$ cat src/rtl/snes_pad_emulator_pkg.sv
// Shared constants for the SNES pad emulator: FSM encodings, frame size,
// button bit positions and the 25 MHz protocol delays shared with the reader.
package snes_pad_emulator_pkg;

  localparam int unsigned SNES_NBITS = 16;
  localparam int unsigned CNT_W      = 5;
  localparam int unsigned FILT_CNT_W = 4;

  // One-hot FSM encodings
  localparam logic [3:0] ST_IDLE     = 4'b0001;
  localparam logic [3:0] ST_LOADED   = 4'b0010;
  localparam logic [3:0] ST_SHIFTING = 4'b0100;
  localparam logic [3:0] ST_DONE     = 4'b1000;

  localparam int unsigned BTN_B     = 0;
  localparam int unsigned BTN_Y     = 1;
  localparam int unsigned BTN_SEL   = 2;
  localparam int unsigned BTN_START = 3;
  localparam int unsigned BTN_UP    = 4;
  localparam int unsigned BTN_DOWN  = 5;
  localparam int unsigned BTN_LEFT  = 6;
  localparam int unsigned BTN_RIGHT = 7;
  localparam int unsigned BTN_A     = 8;
  localparam int unsigned BTN_X     = 9;
  localparam int unsigned BTN_L     = 10;
  localparam int unsigned BTN_R     = 11;

  localparam int unsigned DLY_6US  = 150;
  localparam int unsigned DLY_12US = 300;

endpackage

$ cat src/rtl/snes_pad_if.sv
// SNES controller wire bundle: host drives latch/clock, pad drives data.
interface snes_pad_if;
  logic snes_latch;
  logic snes_clk;
  logic snes_data;

  modport master (output snes_latch, output snes_clk, input  snes_data);
  modport slave  (input  snes_latch, input  snes_clk, output snes_data);
endinterface

$ cat src/rtl/snes_input_filter.sv
// Synchroniser plus stability filter for one asynchronous protocol pin;
// emits the accepted level and single-cycle rise/fall pulses.
module snes_input_filter
  import snes_pad_emulator_pkg::*;
#(
  parameter int unsigned FILT_LEN    = 4,
  parameter int unsigned SYNC_STAGES = 2,
  parameter logic        IDLE_LVL    = 1'b0
) (
  input  logic clk,
  input  logic rst_n,
  input  logic din,
  output logic level,
  output logic rise,
  output logic fall
);

  logic [SYNC_STAGES-1:0] sync_q, sync_d;
  logic [FILT_CNT_W-1:0]  cnt_q, cnt_d;
  logic                   level_q, level_d;
  logic                   rise_q, rise_d;
  logic                   fall_q, fall_d;
  logic                   sync_out;

  assign sync_out = sync_q[SYNC_STAGES-1];

  // A new level is accepted on its FILT_LEN-th consecutive differing sample
  always_comb begin
    sync_d  = {sync_q[SYNC_STAGES-2:0], din};
    cnt_d   = '0;
    level_d = level_q;
    rise_d  = 1'b0;
    fall_d  = 1'b0;
    if (sync_out != level_q) begin
      if (cnt_q == FILT_CNT_W'(FILT_LEN - 1)) begin
        level_d = sync_out;
        rise_d  = sync_out;
        fall_d  = ~sync_out;
      end else begin
        cnt_d = cnt_q + FILT_CNT_W'(1);
      end
    end
  end

  always_ff @(posedge clk) begin
    if (!rst_n) begin
      sync_q  <= {SYNC_STAGES{IDLE_LVL}};
      cnt_q   <= '0;
      level_q <= IDLE_LVL;
      rise_q  <= 1'b0;
      fall_q  <= 1'b0;
    end else begin
      sync_q  <= sync_d;
      cnt_q   <= cnt_d;
      level_q <= level_d;
      rise_q  <= rise_d;
      fall_q  <= fall_d;
    end
  end

  assign level = level_q;
  assign rise  = rise_q;
  assign fall  = fall_q;

endmodule

$ cat src/rtl/snes_pad_emulator.sv
// Device-side SNES pad: captures btn_in while latch is high and shifts it out
// active-low on filtered clock rises.
module snes_pad_emulator
  import snes_pad_emulator_pkg::*;
#(
  parameter int unsigned FILT_LEN    = 4,
  parameter int unsigned SYNC_STAGES = 2
) (
  input  logic                  clk_25M,
  input  logic                  rst_n,
  snes_pad_if.slave             pad,
  input  logic [SNES_NBITS-1:0] btn_in,
  output logic                  frame_done,
  output logic [CNT_W-1:0]      bit_cnt,
  output logic                  busy
);

  logic latch_lvl, latch_rise, latch_fall;
  logic clk_lvl, clk_rise, clk_fall;
  logic unused_filt;

  snes_input_filter #(
    .FILT_LEN(FILT_LEN), .SYNC_STAGES(SYNC_STAGES), .IDLE_LVL(1'b0)
  ) u_latch_filt (
    .clk(clk_25M), .rst_n(rst_n), .din(pad.snes_latch),
    .level(latch_lvl), .rise(latch_rise), .fall(latch_fall)
  );

  snes_input_filter #(
    .FILT_LEN(FILT_LEN), .SYNC_STAGES(SYNC_STAGES), .IDLE_LVL(1'b1)
  ) u_clk_filt (
    .clk(clk_25M), .rst_n(rst_n), .din(pad.snes_clk),
    .level(clk_lvl), .rise(clk_rise), .fall(clk_fall)
  );

  assign unused_filt = ^{latch_rise, clk_lvl, clk_fall};

  logic [3:0]            state_q, state_d;
  logic [SNES_NBITS-1:0] shreg_q, shreg_d;
  logic [CNT_W-1:0]      bit_cnt_q, bit_cnt_d;
  logic                  data_q, data_d;
  logic                  frame_done_q, frame_done_d;
  logic                  busy_q, busy_d;

  // Latch level overrides everything: reload every cycle, aborting any frame
  always_comb begin
    state_d      = state_q;
    shreg_d      = shreg_q;
    bit_cnt_d    = bit_cnt_q;
    busy_d       = busy_q;
    frame_done_d = 1'b0;
    data_d       = data_q;

    if (latch_lvl) begin
      state_d   = ST_LOADED;
      shreg_d   = btn_in;
      bit_cnt_d = '0;
      busy_d    = 1'b1;
    end else begin
      case (state_q)
        ST_LOADED, ST_SHIFTING: begin
          if (state_q == ST_LOADED && latch_fall) begin
            state_d = ST_SHIFTING;
          end
          if (clk_rise) begin
            shreg_d   = {1'b0, shreg_q[SNES_NBITS-1:1]};
            bit_cnt_d = bit_cnt_q + CNT_W'(1);
            if (bit_cnt_d == CNT_W'(SNES_NBITS)) begin
              state_d      = ST_DONE;
              frame_done_d = 1'b1;
              busy_d       = 1'b0;
            end
          end
        end
        ST_IDLE, ST_DONE: ;
        default: state_d = ST_IDLE;
      endcase
    end

    // Data is a registered function of the next state and shift register
    case (state_d)
      ST_IDLE: data_d = 1'b1;
      ST_DONE: data_d = 1'b0;
      default: data_d = ~shreg_d[0];
    endcase
  end

  always_ff @(posedge clk_25M) begin
    if (!rst_n) begin
      state_q      <= ST_IDLE;
      shreg_q      <= '0;
      bit_cnt_q    <= '0;
      data_q       <= 1'b1;
      frame_done_q <= 1'b0;
      busy_q       <= 1'b0;
    end else begin
      state_q      <= state_d;
      shreg_q      <= shreg_d;
      bit_cnt_q    <= bit_cnt_d;
      data_q       <= data_d;
      frame_done_q <= frame_done_d;
      busy_q       <= busy_d;
    end
  end

  assign pad.snes_data = data_q;
  assign frame_done    = frame_done_q;
  assign bit_cnt       = bit_cnt_q;
  assign busy          = busy_q;

endmodule

$ cat src/flat_wrapper.sv
// flat-port wrapper written by rule: the top's interface ports become plain ports
module snes_pad_emulator_flat import snes_pad_emulator_pkg::*;
#(
  parameter int unsigned FILT_LEN    = 4,
  parameter int unsigned SYNC_STAGES = 2
)
  (clk_25M, rst_n, btn_in, frame_done, bit_cnt, busy, pad_snes_latch, pad_snes_clk, pad_snes_data);
  snes_pad_if pad_i ();
  input  logic clk_25M;
  input  logic rst_n;
  input  logic [SNES_NBITS-1:0] btn_in;
  output logic frame_done;
  output logic [CNT_W-1:0] bit_cnt;
  output logic busy;
  input wire logic [$bits(pad_i.snes_latch)-1:0] pad_snes_latch;
  input wire logic [$bits(pad_i.snes_clk)-1:0] pad_snes_clk;
  output wire logic [$bits(pad_i.snes_data)-1:0] pad_snes_data;
  assign pad_i.snes_latch = pad_snes_latch;
  assign pad_i.snes_clk = pad_snes_clk;
  assign pad_snes_data = pad_i.snes_data;
  snes_pad_emulator #(.FILT_LEN(FILT_LEN), .SYNC_STAGES(SYNC_STAGES)) u_core (.clk_25M(clk_25M), .rst_n(rst_n), .pad(pad_i), .btn_in(btn_in), .frame_done(frame_done), .bit_cnt(bit_cnt), .busy(busy));
endmodule
$ cat config.mk
export PLATFORM = sky130hd
export DESIGN_NAME = snes_pad_emulator_flat
export DESIGN_NICKNAME = d
export VERILOG_FILES = /design/src/rtl/snes_pad_emulator_pkg.sv /design/src/rtl/snes_pad_if.sv /design/src/rtl/snes_input_filter.sv /design/src/rtl/snes_pad_emulator.sv /design/src/flat_wrapper.sv
export SDC_FILE = /design/constraint.sdc
export NUM_CORES = 1
export LEC_CHECK = 0
export ABC_AREA = 1
export CORE_ASPECT_RATIO = 2
export CORE_MARGIN = 1.5
export CORE_UTILIZATION = 52
export CTS_CLUSTER_DIAMETER = 40
export DETAILED_ROUTE_END_ITERATION = 12
export GPL_TIMING_DRIVEN = 1
export PLACE_DENSITY = 0.84
export SLEW_MARGIN = 20
export SYNTH_ARGS = -nofsm -noshare
export SYNTH_HDL_FRONTEND = slang
export SYNTH_SLANG_ARGS = --single-unit
$ cat constraint.sdc
create_clock -name clk_25M -period 1.6 [get_ports clk_25M]
set_input_delay 0.16 -clock clk_25M [delete_from_list [all_inputs] [get_ports clk_25M]]
set_output_delay 0.16 -clock clk_25M [all_outputs]
set_load 0.03 [all_outputs]
==> results.md, run 1 <==
- Combinational Power Share: 3.9%
- Buffers on Ports: 27
- Post-Syn Instances: 230
- Largest stage delay on the critical path: 0.69 ns
- Worst ir drop on vdd: 0.898 mV
- Slew Limit Headroom: 64.4%
- Pint: 1.60 mW
- DRC violations left: 0
- Vias in the first global route: 1495
- Most common flop cell mapped by yosys: dfxtp_1
- H-tree Lvls: 2
- Slew Viols, Final: 0
- Largest family of logic cells by synthesized area: simple AND/OR/NAND/NOR gates
- Ant diodes: 0
- Area contributors post-synth: dfxtp_1 48%, nand2_1 7.3%, nand3_1 6.8%, a31oi_1 4.7%, nand4_1 4.7%
- Reg clk slew, reported paths: 0.08 ns
- Routability Congestion: 0.829
- Post-synth top area cell: dfxtp_1
- XOR/XNOR share of the synthesized area: 0.949%
- Fraction of the mapped netlist area in compound gates: 11.8%
- Initial DRT Pass Iterations: 4
- Post-Synth Adder-Cell Area: 2.03%
- Pwr per Cell Area: 885 nW/um2
- Slowest cell on the critical path: clkdlybuf4s50_1
- Crit path time final: 1.54 ns
- WP data required: 1.44 ns
- Initial Util: 54.6%
- Initial antenna violation count: 0
- Crit-path cells: clkdlybuf4s50_1
- Critical Path End Type: output port
- Number of synthesized flops with an enable pin: 0
- Largest net degree at the start of global routing: 36
- Finished Layout Cells: 288
- Vias: 1602
- Io pins: 28
- Worst-margin pin slew: 0.534 ns
- Via density: 5.56
- Yosys top cell area share: 47.7%
- Buf/Inv on CP: 1
- Hold Path Origin: u_core.u_clk_filt.sync_q[0]
- MaxCap Viol Count: 0
- Hold_buf cts: 0
- Final worst path period share: 96.0%
- Starting DRT DRC Count: 21
- Critical Path AT: 1.38 ns
- Flops & latches, synth: 44
- Status: finished clean
- Layout cell share with drive strength beyond 1: 9.77%
- Simple-gate share of the synthesized area: 27.2%
- Pre-CTS setup slack: 0.165 ns
- Hold WC Path Type: register to register
- Core ar.: 3380 um2
- CTS tree: done
- Post-Syn Nets: 253
- Setup bufs post-CTS: 0
- Worst Path Max Fanout: 5
- Layout area overhead: 19.9%
- Register area share after synthesis: 47.7%
- Total Power: 1.96 mW
- Switching Share: 18.4%
- Setup TNS: 0 ns
- Routed wire per std cell: 12.0 um
- DP Cell Count: 282
- Setup skew after layout: 0.00984 ns
- Critical path launch point type: register
- Syn Area/Cell: 8.02 um2
- Global Route Usage Sum: 20.3%
- Top delay family on crit path: buffers and inverters
- Synth cell types: 27
- Post-synthesis mux area share: 0.542%
- Site row count: 30
- Dpl hpwl: 2.48 mm
- Clock latency at the later pin of the worst-skew pair: 0.29 ns
- YS warnings: 0
- Leak Pwr: 0.818 nW
- Global route total overflow: 0
- Clock network power share: 39.7%
- RSZ-0062 raised after global routing: no
- Crit path launch: u_core.bit_cnt[2]
- Ys async rst share: 0%
- Fin nets: 280
- Crit Path Category: register to output port
- Antenna violation net count after detailed routing: 0
- Mapped Area: 1850 um2
- Post-route worst setup slack: 0.0634 ns
- Die X: 45.1 um
- Final Util: 65.5%
- Die ar.: 3940 um2
- FILL cells: 300
- P_sw: 0.360 mW
- CTS Buffer Depth: 2
- Root Buffer: clkbuf_8
- Clock Sinks: 44
- Share of power burned in registers: 56.4%
- Fmax: 651 MHz
- Final Hold Fails: 0
- Final setup viols: 0
- First-pass GRT wire length: 6.00 mm
- Total detailed-routing wirelength: 3.47 mm
- Die Height: 87.3 um
- CTS Buf Count: 5
- Worst r2r src: u_core.state_q[3]
[logic make-up after synthesis]
group	count (synthesis)
AOI/OAI and AO/OA	39
xor gates and xnor gates	2
adders and majority gates	3
buffers and inverters	36
DFF	44
muxes	1
and+or+nand+nor	105
[flip-flops by register name, indices dropped and copies added (netlist names), 2 cells and up]
signal                      count
u_core.u_clk_filt.cnt_q         4
u_core.shreg_q                 16
u_core.state_q                  4
u_core.bit_cnt                  5
u_core.u_clk_filt.sync_q        2
u_core.u_latch_filt.cnt_q       4
u_core.u_latch_filt.sync_q      2
[final cells by class]
type | instances | area, um2 | share of cell area, %
inverters | 22 | 82.6 | 3.73
flip-flops and latches | 44 | 883 | 39.9
clock buffers | 5 | 68.8 | 3.11
clock inverters | 1 | 30.0 | 1.36
multi-input cells | 150 | 785 | 35.5
repair buffers | 34 | 323 | 14.6
well taps | 32 | 40.0 | 1.81
[path summary, 6_finish.rpt]
check | slack (ns) | end | cells after the start
setup reg to reg | 0.20 | u_core.pad.snes_data | 9
setup / recovery | 0.06 | bit_cnt[2] | 1
hold / removal | 0.41 | u_core.u_clk_filt.sync_q[1] | 1
hold reg to reg | 0.41 | u_core.u_clk_filt.sync_q[1] | 1
[cells in the final DEF, fill, tap and decap left out]
master | netlist | final
dfxtp_1 | 44 | 42
nand2_1 | 36 | 36
clkdlybuf4s50_1 | 0 | 27
nand3_1 | 25 | 25
inv_1 | 21 | 21
nor2_1 | 18 | 18
a31oi_1 | 14 | 14
nand4_1 | 14 | 14
a21oi_1 | 14 | 14
o21ai_0 | 9 | 9
buf_4 | 3 | 7
clkbuf_8 | 0 | 5
or2_2 | 4 | 4
ha_1 | 3 | 3
nand2_2 | 2 | 2
o211ai_1 | 2 | 2
nor4_1 | 2 | 2
xor2_1 | 2 | 2
dfxtp_2 | 0 | 2
nand3_2 | 1 | 1
nor2_2 | 1 | 1
inv_2 | 1 | 1
nand4_2 | 1 | 1
nor3b_1 | 1 | 1
mux2i_1 | 1 | 1
bufinv_16 | 0 | 1
[stage by stage]
stage / cell area [um2] / hold slack (ns)
2_1_floorplan: 1850 / 0.253
3_3_place_gp: 2110 / 0.397
3_5_place_dp: 2110 / 0.403
4_1_cts: 2210 / 0.406
5_1_grt: 2210 / 0.419
6_report: 2210 / 0.409
[power by group through the flow]
stage / logic [mW] / registers, mW / clock network, mW
after global routing: 0.0853 / 1.10 / 0.839
final: 0.0770 / 1.10 / 0.778
after detailed placement: 0.0767 / 1.13 / 0
after floorplan: 0.0233 / 1.13 / 0
after global placement: 0.0758 / 1.13 / 0
after CTS: 0.0775 / 1.10 / 0.795
[synthesized netlist by cell type (3+ instances only)]
cell type,count
nand2_1,36
buf_1,3
ha_1,3
inv_1,21
a21oi_1,14
or2_2,4
clkbuf_1,3
dfxtp_1,44
nand4_1,14
nor2_1,18
a31oi_1,14
o21ai_0,9
buf_4,3
nand3_1,25
[timing repair]
item / CTS / global route
endpoints found under the hold margin: 0 / 0
resized for setup: 0 / 2
setup endpoints to repair: 0 / 3
[per-layer routing]
layer | global-route usage [%] | share of wire (%) | up-vias
li1 | - | - | 830
met1 | 21.3 | 40 | 734
met2 | 36.5 | 55 | 30
met3 | 4.56 | 3.2 | 8
met4 | 8.82 | 2.3 | 0
met5 | 0 | 0 | -
(Power assumes the default switching activity.)
==> inputs of run 2 (changes only) <==
Settings changed: SKIP_CTS_REPAIR_TIMING set to 1.
==> results of run 2 <==
Same layout as run 1: the final DEF is identical, and so are final timing and power.
